### src/rtl/pmem_sync_pkg.sv
// Shared types and constants for the physical-memory response buffer.
package pmem_sync_pkg;

  // Request tracking states: no request outstanding / waiting for pmem_resp
  typedef enum logic {
    IDLE = 1'b0,
    WAIT = 1'b1
  } pmem_state_e;

  // Bit positions inside the sticky err vector
  localparam int ERR_OVF  = 0;
  localparam int ERR_SPUR = 1;

  // Default geometry: one 256-bit line, two buffered responses
  localparam int PMEM_DATA_WIDTH_DEF = 256;
  localparam int PMEM_DEPTH_DEF      = 2;

endpackage : pmem_sync_pkg

### src/rtl/sync_fifo.sv
// Synchronous FIFO holding buffered read lines.
// Pointers wrap naturally because DEPTH is a power of two. Storage is not
// reset; only pointers and count are, so the contents are meaningless
// while count is zero.
module sync_fifo #(
  parameter int WIDTH = 256,
  parameter int DEPTH = 2
) (
  input  logic                       clk,
  input  logic                       rst_n,
  input  logic                       push_i,
  input  logic                       pop_i,
  input  logic [WIDTH-1:0]           wdata_i,
  output logic [WIDTH-1:0]           rdata_o,
  output logic                       full_o,
  output logic                       empty_o,
  output logic [$clog2(DEPTH):0]     count_o
);

  localparam int PW = $clog2(DEPTH);
  localparam int CW = PW + 1;
  localparam logic [CW-1:0] FULL_CNT = CW'(DEPTH);

  logic [WIDTH-1:0] mem_q [DEPTH];
  logic [PW-1:0]    wr_ptr_q, wr_ptr_d;
  logic [PW-1:0]    rd_ptr_q, rd_ptr_d;
  logic [CW-1:0]    count_q, count_d;
  logic             push_ok;
  logic             pop_ok;

  assign full_o  = (count_q == FULL_CNT);
  assign empty_o = (count_q == '0);
  assign count_o = count_q;
  assign rdata_o = mem_q[rd_ptr_q];

  // A push into a full FIFO is accepted only when the head leaves the same cycle
  assign pop_ok  = pop_i && !empty_o;
  assign push_ok = push_i && (!full_o || pop_ok);

  // Next-state for pointers and occupancy
  always_comb begin
    wr_ptr_d = wr_ptr_q;
    rd_ptr_d = rd_ptr_q;
    count_d  = count_q;
    if (push_ok) begin
      wr_ptr_d = wr_ptr_q + 1'b1;
    end
    if (pop_ok) begin
      rd_ptr_d = rd_ptr_q + 1'b1;
    end
    if (push_ok && !pop_ok) begin
      count_d = count_q + 1'b1;
    end else if (!push_ok && pop_ok) begin
      count_d = count_q - 1'b1;
    end
  end

  // Control state: pointers and count, cleared by reset
  always_ff @(posedge clk or negedge rst_n) begin
    if (!rst_n) begin
      wr_ptr_q <= '0;
      rd_ptr_q <= '0;
      count_q  <= '0;
    end else begin
      wr_ptr_q <= wr_ptr_d;
      rd_ptr_q <= rd_ptr_d;
      count_q  <= count_d;
    end
  end

  // Line storage, written at the tail slot
  always_ff @(posedge clk) begin
    if (push_ok) begin
      mem_q[wr_ptr_q] <= wdata_i;
    end
  end

endmodule : sync_fifo

### src/rtl/pmem_resp_buffer.sv
// Physical-memory response buffer.
// Tracks one outstanding read/write request, buffers read lines in a small
// FIFO for a stallable consumer, pulses wr_done on write completion and keeps
// sticky overflow / spurious-response flags.
// Optional build macro PMEM_RESP_BYPASS_EN: a read line arriving while the
// buffer is empty and the consumer is not stalled is presented combinationally
// in the same cycle instead of being stored.
module pmem_resp_buffer
  import pmem_sync_pkg::*;
#(
  parameter int DATA_WIDTH = PMEM_DATA_WIDTH_DEF,
  parameter int DEPTH      = PMEM_DEPTH_DEF
) (
  input  logic                  clk,
  input  logic                  rst_n,
  input  logic                  stall,
  input  logic                  pmem_read,
  input  logic                  pmem_write,
  input  logic                  pmem_resp,
  input  logic [DATA_WIDTH-1:0] pmem_rdata,
  output logic                  busy,
  output logic                  req_allow,
  output logic                  resp_valid,
  output logic [DATA_WIDTH-1:0] resp_rdata,
  output logic                  wr_done,
  output logic [1:0]            err
);

  localparam int CW = $clog2(DEPTH) + 1;

  pmem_state_e           state_q, state_d;
  logic                  wr_done_q, wr_done_d;
  logic [1:0]            err_q, err_d;

  logic                  rd_resp;
  logic                  wr_resp;
  logic                  spur_resp;
  logic                  bypass;
  logic                  push;
  logic                  pop;
  logic                  fifo_full;
  logic                  fifo_empty;
  logic                  fifo_valid;
  logic [CW-1:0]         fifo_count;
  logic [DATA_WIDTH-1:0] fifo_rdata;

  // Completion qualifiers: only a response in WAIT is a real completion
  assign rd_resp   = (state_q == WAIT) && pmem_resp && pmem_read;
  assign wr_resp   = (state_q == WAIT) && pmem_resp && pmem_write;
  assign spur_resp = (state_q == IDLE) && pmem_resp;

`ifdef PMEM_RESP_BYPASS_EN
  assign bypass = rd_resp && fifo_empty && !stall;
`else
  assign bypass = 1'b0;
`endif

  assign fifo_valid = (fifo_count != '0);
  assign pop        = fifo_valid && !stall;
  assign push       = rd_resp && !bypass;

  sync_fifo #(
    .WIDTH (DATA_WIDTH),
    .DEPTH (DEPTH)
  ) u_fifo (
    .clk     (clk),
    .rst_n   (rst_n),
    .push_i  (push),
    .pop_i   (pop),
    .wdata_i (pmem_rdata),
    .rdata_o (fifo_rdata),
    .full_o  (fifo_full),
    .empty_o (fifo_empty),
    .count_o (fifo_count)
  );

  // Request tracking: enter WAIT on any request, leave on its completion
  always_comb begin
    state_d = state_q;
    case (state_q)
      IDLE:    if (pmem_read || pmem_write) state_d = WAIT;
      WAIT:    if (pmem_resp)               state_d = IDLE;
      default: state_d = IDLE;
    endcase
  end

  // Sticky error flags and the registered write-completion pulse
  always_comb begin
    err_d     = err_q;
    wr_done_d = wr_resp;
    if (push && fifo_full && !pop) begin
      err_d[ERR_OVF] = 1'b1;
    end
    if (spur_resp) begin
      err_d[ERR_SPUR] = 1'b1;
    end
  end

  // Control registers, all cleared asynchronously
  always_ff @(posedge clk or negedge rst_n) begin
    if (!rst_n) begin
      state_q   <= IDLE;
      wr_done_q <= 1'b0;
      err_q     <= '0;
    end else begin
      state_q   <= state_d;
      wr_done_q <= wr_done_d;
      err_q     <= err_d;
    end
  end

  // Head data is forced to zero while nothing is presented so reset shows 0
  always_comb begin
    resp_rdata = '0;
    if (bypass) begin
      resp_rdata = pmem_rdata;
    end else if (fifo_valid) begin
      resp_rdata = fifo_rdata;
    end
  end

  assign busy       = (state_q == WAIT);
  assign req_allow  = !fifo_full;
  assign resp_valid = fifo_valid || bypass;
  assign wr_done    = wr_done_q;
  assign err        = err_q;

endmodule : pmem_resp_buffer

### config.mk
export PLATFORM = sky130hd
export DESIGN_NAME = pmem_resp_buffer
export DESIGN_NICKNAME = d
export VERILOG_FILES = /design/src/rtl/pmem_sync_pkg.sv /design/src/rtl/sync_fifo.sv /design/src/rtl/pmem_resp_buffer.sv
export SDC_FILE = /design/constraint.sdc
export NUM_CORES = 1
export LEC_CHECK = 0
export BUFFER_PORTS_ARGS = -buffer_cell sky130_fd_sc_hd__buf_2
export CELL_PAD_IN_SITES_DETAIL_PLACEMENT = 2
export CELL_PAD_IN_SITES_GLOBAL_PLACEMENT = 2
export CORE_MARGIN = 2
export CORE_UTILIZATION = 42
export DETAILED_ROUTE_END_ITERATION = 10
export PLACE_DENSITY = 0.87
export SETUP_SLACK_MARGIN = 0.02
export SYNTH_ARGS = -nofsm -noshare
export SYNTH_HDL_FRONTEND = slang
export SYNTH_HIERARCHICAL = 1
export SYNTH_SLANG_ARGS = --single-unit
### constraint.sdc
create_clock -name clk -period 24 [get_ports clk]
set_input_delay 4.8 -clock clk [delete_from_list [all_inputs] [get_ports clk]]
set_output_delay 4.8 -clock clk [all_outputs]
set_load 0.01 [all_outputs]
==> results of run 1 <==
[metal layers]
metal,vias to the layer above,GRT usage
met5,-,0
met4,22,0.105
met3,154,0.0672
met2,452,0.436
met1,6007,0.249
li1,5229,-
[power by group]
part	switching [uW]	total, uW	internal (uW)	leakage [uW]
Sequential	53.0	1140	1090	0.00474
Clock	363	873	510	0.000890
Combinational	596	1140	540	0.00497
Total	1010	3150	2140	0.0106
[critical path, cell delays in order (launching register included)]
cell     delay, ns
dfrtp_4       1.02
buf_12        0.59
buf_4         0.90
buf_4         0.88
mux2_4        0.36
and2_1        0.16
buf_2         0.14
[sequential cells by signal, indices dropped and copies added (netlist names)]
register / count
u_fifo/mem_q: 512
err: 2
u_fifo/count_o: 2
busy: 1
u_fifo/rd_ptr_q: 1
u_fifo/wr_ptr_q: 1
wr_done: 1
[placed cells by master (no fill, tap or decap), types with 2 or more instances in the layout]
master,instances
bufinv_16,7
clkinv_1,12
buf_4,12
clkinv_2,11
and3_1,2
xor2_1,2
mux2_4,230
edfxtp_1,512
and2_1,256
diode_2,15
inv_1,6
nor2_4,2
mux2_2,26
dfrtp_1,7
clkinvlp_4,3
clkbuf_1,11
clkbuf_16,57
xnor2_1,3
buf_2,523
inv_6,3
[final cells by class]
| cell class | instances | area, sq um |
|---|---|---|
| antenna | 15 | 37.5 |
| fill | 4674 | 24800 |
| sequential | 520 | 15600 |
| multi-input combinational | 532 | 5500 |
| tap | 680 | 851 |
| clock buffer | 68 | 1470 |
| timing repair buffer | 536 | 2730 |
| inverter | 6 | 22.5 |
| clock inverter | 36 | 359 |
[per-stage QoR]
step	total power [uW]	hold WS, ns	cell area, sq um	cells
4_1_cts	3180	0.477	26500	2378
5_1_grt	3280	0.496	26500	2390
2_1_floorplan	1970	0.491	21800	1116
6_report	3150	0.473	26500	2393
3_5_place_dp	2280	0.465	24700	2274
3_3_place_gp	2220	0.438	24700	2274
[worst max-delay path by stage]
stage	end	slack (ns)	cells after the start
6_report	resp_rdata[140]	14.46	6
5_1_grt	resp_rdata[135]	14.21	6
4_1_cts	resp_rdata[135]	14.28	6
3_5_place_dp	resp_rdata[135]	14.95	6
3_3_place_gp	resp_rdata[119]	15.08	6
2_1_floorplan	u_fifo/mem_q[0][0]	7.40	4
==> impl_metrics.yaml, run 1 <==
global_route:
  antenna_found_initial: 26
  grt_pass1_wl_um: 92000
  grt_overflow: 0
  grt_max_degree: 129
  first_global_vias: 13400
  grtUsageTotal: 0.236
setup_path:
  r2r_slack_ns: 20.72
  startpoint: "u_fifo/rd_ptr_q"
  r2r_end: "u_fifo/mem_q[1][141]"
  crit_required_ns: 19.20
  cp-start-kind: "register"
  setup.worst_path.class: "reg -> out"
  cp-end-kind: "output pin"
  r2r_cells: 6
  r2r_start: "u_fifo/count_o[0]"
  critPathArrivalTime_ns: 4.74
  worst-path-max-fanout: 112
logic_synthesis:
  netlist_area_sq_um: 21800
  syn_area_per_cell_sq_um: 19.5
  syn_inst: 1116
  syn_nets: 1379
  ys_warn_count: 6
run_status:
  status: "finished clean"
die:
  fp.dieArea_sq_um: 53600
  start_util: 0.424
  die_w_um: 232
  coreArea_sq_um: 51300
  ios: 524
  rows: 83
  die_h_um: 232
placed_design:
  gp_congestion: 0.817
  portBuffers: 523
  pre_cts_ws_ns: 14.95
  hpwl_um: 43100
hold_path:
  min_from: "err[1]"
  hp-class: "reg -> reg"
  holdPathEnd: "err[1]"
  whs_path_depth: 1
detailed_routing:
  first_pass_iters: 5
  wl_met2_um: 34700
  wl_met3_um: 4490
  drcViolationCount: 0
  via_per_inst: 4.96
  wl_met1_um: 23000
  routedWlPerCell_um: 27.1
  finalWirelength_um: 64900
  antenna_left: 0
  highest_layer: "met5"
  drt_iter0_drc: 644
  vias: 11900
sta:
  hold_violations: 0
  post-route-min-period_ns: 9.54
  max_freq_mhz: 105
  skew_ns: 0.0178
  fin_ws_ns: 14.46
  finalCritPeriodShare: 0.397
  tns_ns: 0
  rsz0062_at_grt: "no"
  setup_viol: 0
  final_max_slew_viol_count: 0
  slew_headroom: 0.251
  tightest_slew_ns: 1.12
clock_tree:
  ctsLongestPathBuffers: 3
  htree_levels: 2
  cts_root_buffer: "clkbuf_16"
  cts_resized: 0
  cts_made_buffers: 56
  clock-sinks: 520
  path_clk_slew_ns: 0.06
  cts_hold_buffers: 0
  cts_tree: "done"
  clock_latency_ns: 0.60
  postCtsSetupBuffers: 0
layout:
  syn_to_final_growth_pct: 22.0
  finish.utilization: 0.517
  drive_gt1_frac: 0.517
  nets: 1915
pwr:
  power.density_nw_per_um2: 119
  p_leak_uw: 0.0106
  vdd_drop_max_mv: 0.0873
run:
  drv_cap: 0
Power figures use the tool's default switching activity.
==> run 2: changes to the inputs <==
--- a/config.mk
+++ b/config.mk
@@ -5,13 +5,14 @@
 export SDC_FILE = /design/constraint.sdc
 export NUM_CORES = 1
 export LEC_CHECK = 0
+export ABC_AREA = 1
 export BUFFER_PORTS_ARGS = -buffer_cell sky130_fd_sc_hd__buf_2
 export CELL_PAD_IN_SITES_DETAIL_PLACEMENT = 2
 export CELL_PAD_IN_SITES_GLOBAL_PLACEMENT = 2
 export CORE_MARGIN = 2
-export CORE_UTILIZATION = 42
+export CORE_UTILIZATION = 30
 export DETAILED_ROUTE_END_ITERATION = 10
-export PLACE_DENSITY = 0.87
+export PLACE_DENSITY = 0.77
 export SETUP_SLACK_MARGIN = 0.02
 export SYNTH_ARGS = -nofsm -noshare
 export SYNTH_HDL_FRONTEND = slang
==> constraint.sdc (replaced) <==
create_clock -name clk -period 8.5 [get_ports clk]
set_input_delay 1.7 -clock clk [delete_from_list [all_inputs] [get_ports clk]]
set_output_delay 1.7 -clock clk [all_outputs]
set_load 0.01 [all_outputs]
==> impl_metrics.yaml, run 2 <==
sta:
  hold_violations: 0
  slew_headroom: 0.286
  max_freq_mhz: 181
  post-route-min-period_ns: 5.52
  tns_ns: 0
  setup_viol: 0
  rsz0062_at_grt: "no"
  tightest_slew_ns: 1.07
  skew_ns: 0.0208
  finalCritPeriodShare: 0.650
  final_max_slew_viol_count: 0
die:
  start_util: 0.303
  rows: 97
  coreArea_sq_um: 70000
  ios: 524
  die_h_um: 270
  die_w_um: 270
  fp.dieArea_sq_um: 73000
run_status:
  status: "finished clean"
logic_synthesis:
  ys_warn_count: 6
  syn_inst: 1932
  netlist_area_sq_um: 21200
  yosysSeqAreaShare: 0.733
  synth_top_area_cell: "edfxtp_1"
  yosys.area.top_type_share: 0.724
  yosysMostFrequentCell: "nand2_1"
  synth_edf_count: 512
  yosys-top-cells-count: "781 x nand2_1, 512 x edfxtp_1, 272 x inv_1"
  synth_top_flop_cell: "edfxtp_1"
  synth.area.top_cells: "edfxtp_1 72%, nand2_1 14%, inv_1 4.8%"
  async_flop_share: 0.0154
  ys_ff_latch: 520
  syn_nets: 2195
  syn_area_per_cell_sq_um: 11.0
  yosysUniqueCellTypes: 18
detailed_routing:
  vias: 15200
  finalWirelength_um: 66800
  via_per_inst: 4.41
  routedWlPerCell_um: 19.3
  drt_iter0_drc: 661
  antenna_left: 0
  first_pass_iters: 5
  drcViolationCount: 0
layout:
  finish.utilization: 0.378
  final_cell_mix: "781 x nand2_1, 523 x buf_2, 512 x edfxtp_1"
  syn_to_final_growth_pct: 24.7
  largest_reg_flops: 512
  nets: 2703
  drive_gt1_frac: 0.248
  nFillCells: 7591
  mostFrequentLayoutCell: "nand2_1"
  top_register: "u_fifo/mem_q"
  postLayoutCellArea_sq_um: 26500
pwr:
  p_clk_frac: 0.283
  switchingPower_uw: 3340
  p_leak_uw: 0.0120
  internal-power_uw: 5510
  vdd_drop_max_mv: 0.230
  seqPwrFrac: 0.359
  power.density_nw_per_um2: 334
  comb_power_share: 0.358
  switching_share: 0.377
clock_tree:
  cts_resized: 0
  clock_latency_ns: 0.60
  postCtsSetupBuffers: 0
  htree_levels: 2
  cts_hold_buffers: 0
  cts_root_buffer: "clkbuf_16"
  cts_made_buffers: 58
  clock-sinks: 520
  cts_tree: "done"
  ctsLongestPathBuffers: 3
  path_clk_slew_ns: 0.06
placed_design:
  portBuffers: 523
  gp_congestion: 0.813
  placed_area_sq_um: 24500
  hpwl_um: 44600
hold_path:
  hp-class: "reg -> reg"
  whs_path_depth: 2
setup_path:
  cp-start-kind: "register"
  crit_end: "resp_rdata[22]"
  crit_required_ns: 6.80
  r2r_start: "u_fifo/count_o[1]"
  r2r_cells: 10
  critPathArrivalTime_ns: 3.82
  setup.worst_path.class: "reg -> out"
  r2r_slack_ns: 4.85
  r2r_end: "u_fifo/mem_q[1][52]"
  startpoint: "u_fifo/rd_ptr_q"
  worst-path-max-fanout: 73
  cp-end-kind: "output pin"
global_route:
  first_global_vias: 17200
  grt_pass1_wl_um: 101000
  antenna_found_initial: 35
  grt_overflow: 0
  grtUsageTotal: 0.178
  grt_max_degree: 140
run:
  drv_cap: 0
==> run 2: changes by cell type in the layout (fill, tap and decap cells not counted), moves of 7 or more <==
cell      change
nand2_1     +781
inv_1       +265
nor2_1      +259
and2_1      -256
mux2_4      -230
mux2_2       -26
diode_2      +11
clkbuf_1     +10
clkbuf_8      +7
==> run 2: logic make-up (layout without fill, tap and decap cells) <==
| group | after synthesis | in the layout | share of synthesized area |
|---|---|---|---|
| XOR/XNOR | 1 | 1 | 0.000412 |
| adder cells (fa/ha/maj) | 1 | 1 | 0.000589 |
| buffers and inverters | 358 | 914 | 0.0791 |
| flip-flops | 520 | 520 | 0.733 |
| AND/OR/NAND/NOR | 1049 | 1049 | 0.186 |
| AO/OA/AOI/OAI | 3 | 3 | 0.000825 |
| other | 0 | 26 | 0 |
==> run 2: worst max-delay path: stages, from the launching register on <==
cell and delay, ns:
dfrtp_4 1.00, buf_4 0.66, buf_4 0.73, nand2_1 0.13
nand2_1 0.11, inv_1 0.04, nor2_1 0.18, buf_2 0.18
==> run 2: cell type report <==
cell class                 instances  area (sq um)  area share
multi-input combinational       1054          4000       0.151
timing repair buffer             533          2740       0.104
tap                              940          1180      0.0444
clock buffer                      89          1700      0.0642
sequential                       520         15600       0.588
antenna                           26          65.1     0.00246
inverter                         273          1040      0.0392
clock inverter                    19           191     0.00722
==> run 2: power groups by stage <==
stage | combinational [uW] | clock [uW] | sequential, uW
global placement | 3110 | 0 | 3210
finish | 3170 | 2500 | 3180
detailed placement | 3230 | 0 | 3230
CTS | 3260 | 2580 | 3180
global route | 3530 | 2670 | 3200
floorplan | 2040 | 0 | 3190
==> run 2: per-layer routing <==
layer	GRT usage	part of all wire	vias up
met4	0.0876	0.040	16
met1	0.196	0.38	7590
met3	0.0381	0.047	158
met2	0.324	0.53	368
li1	-	-	7086
met5	0	0.0015	-
==> run 2: worst min-delay path by stage <==
stage / startpoint / end
5_1_grt: err[1] / err[1]
2_1_floorplan: u_fifo/wr_ptr_q / u_fifo/wr_ptr_q
3_3_place_gp: u_fifo/wr_ptr_q / u_fifo/wr_ptr_q
6_report: err[0] / err[0]
4_1_cts: err[0] / err[0]
3_5_place_dp: err[0] / err[0]
==> run 2: through the flow <==
step	cells	setup slack (ns)	total power, uW	hold WS (ns)
after global placement	3320	3.61	6320	0.456
after global routing	3454	2.64	9410	0.516
after CTS	3428	2.84	9030	0.471
after detailed placement	3320	3.51	6460	0.456
after floorplan	1932	0.890	5230	0.442
final	3454	2.98	8850	0.460
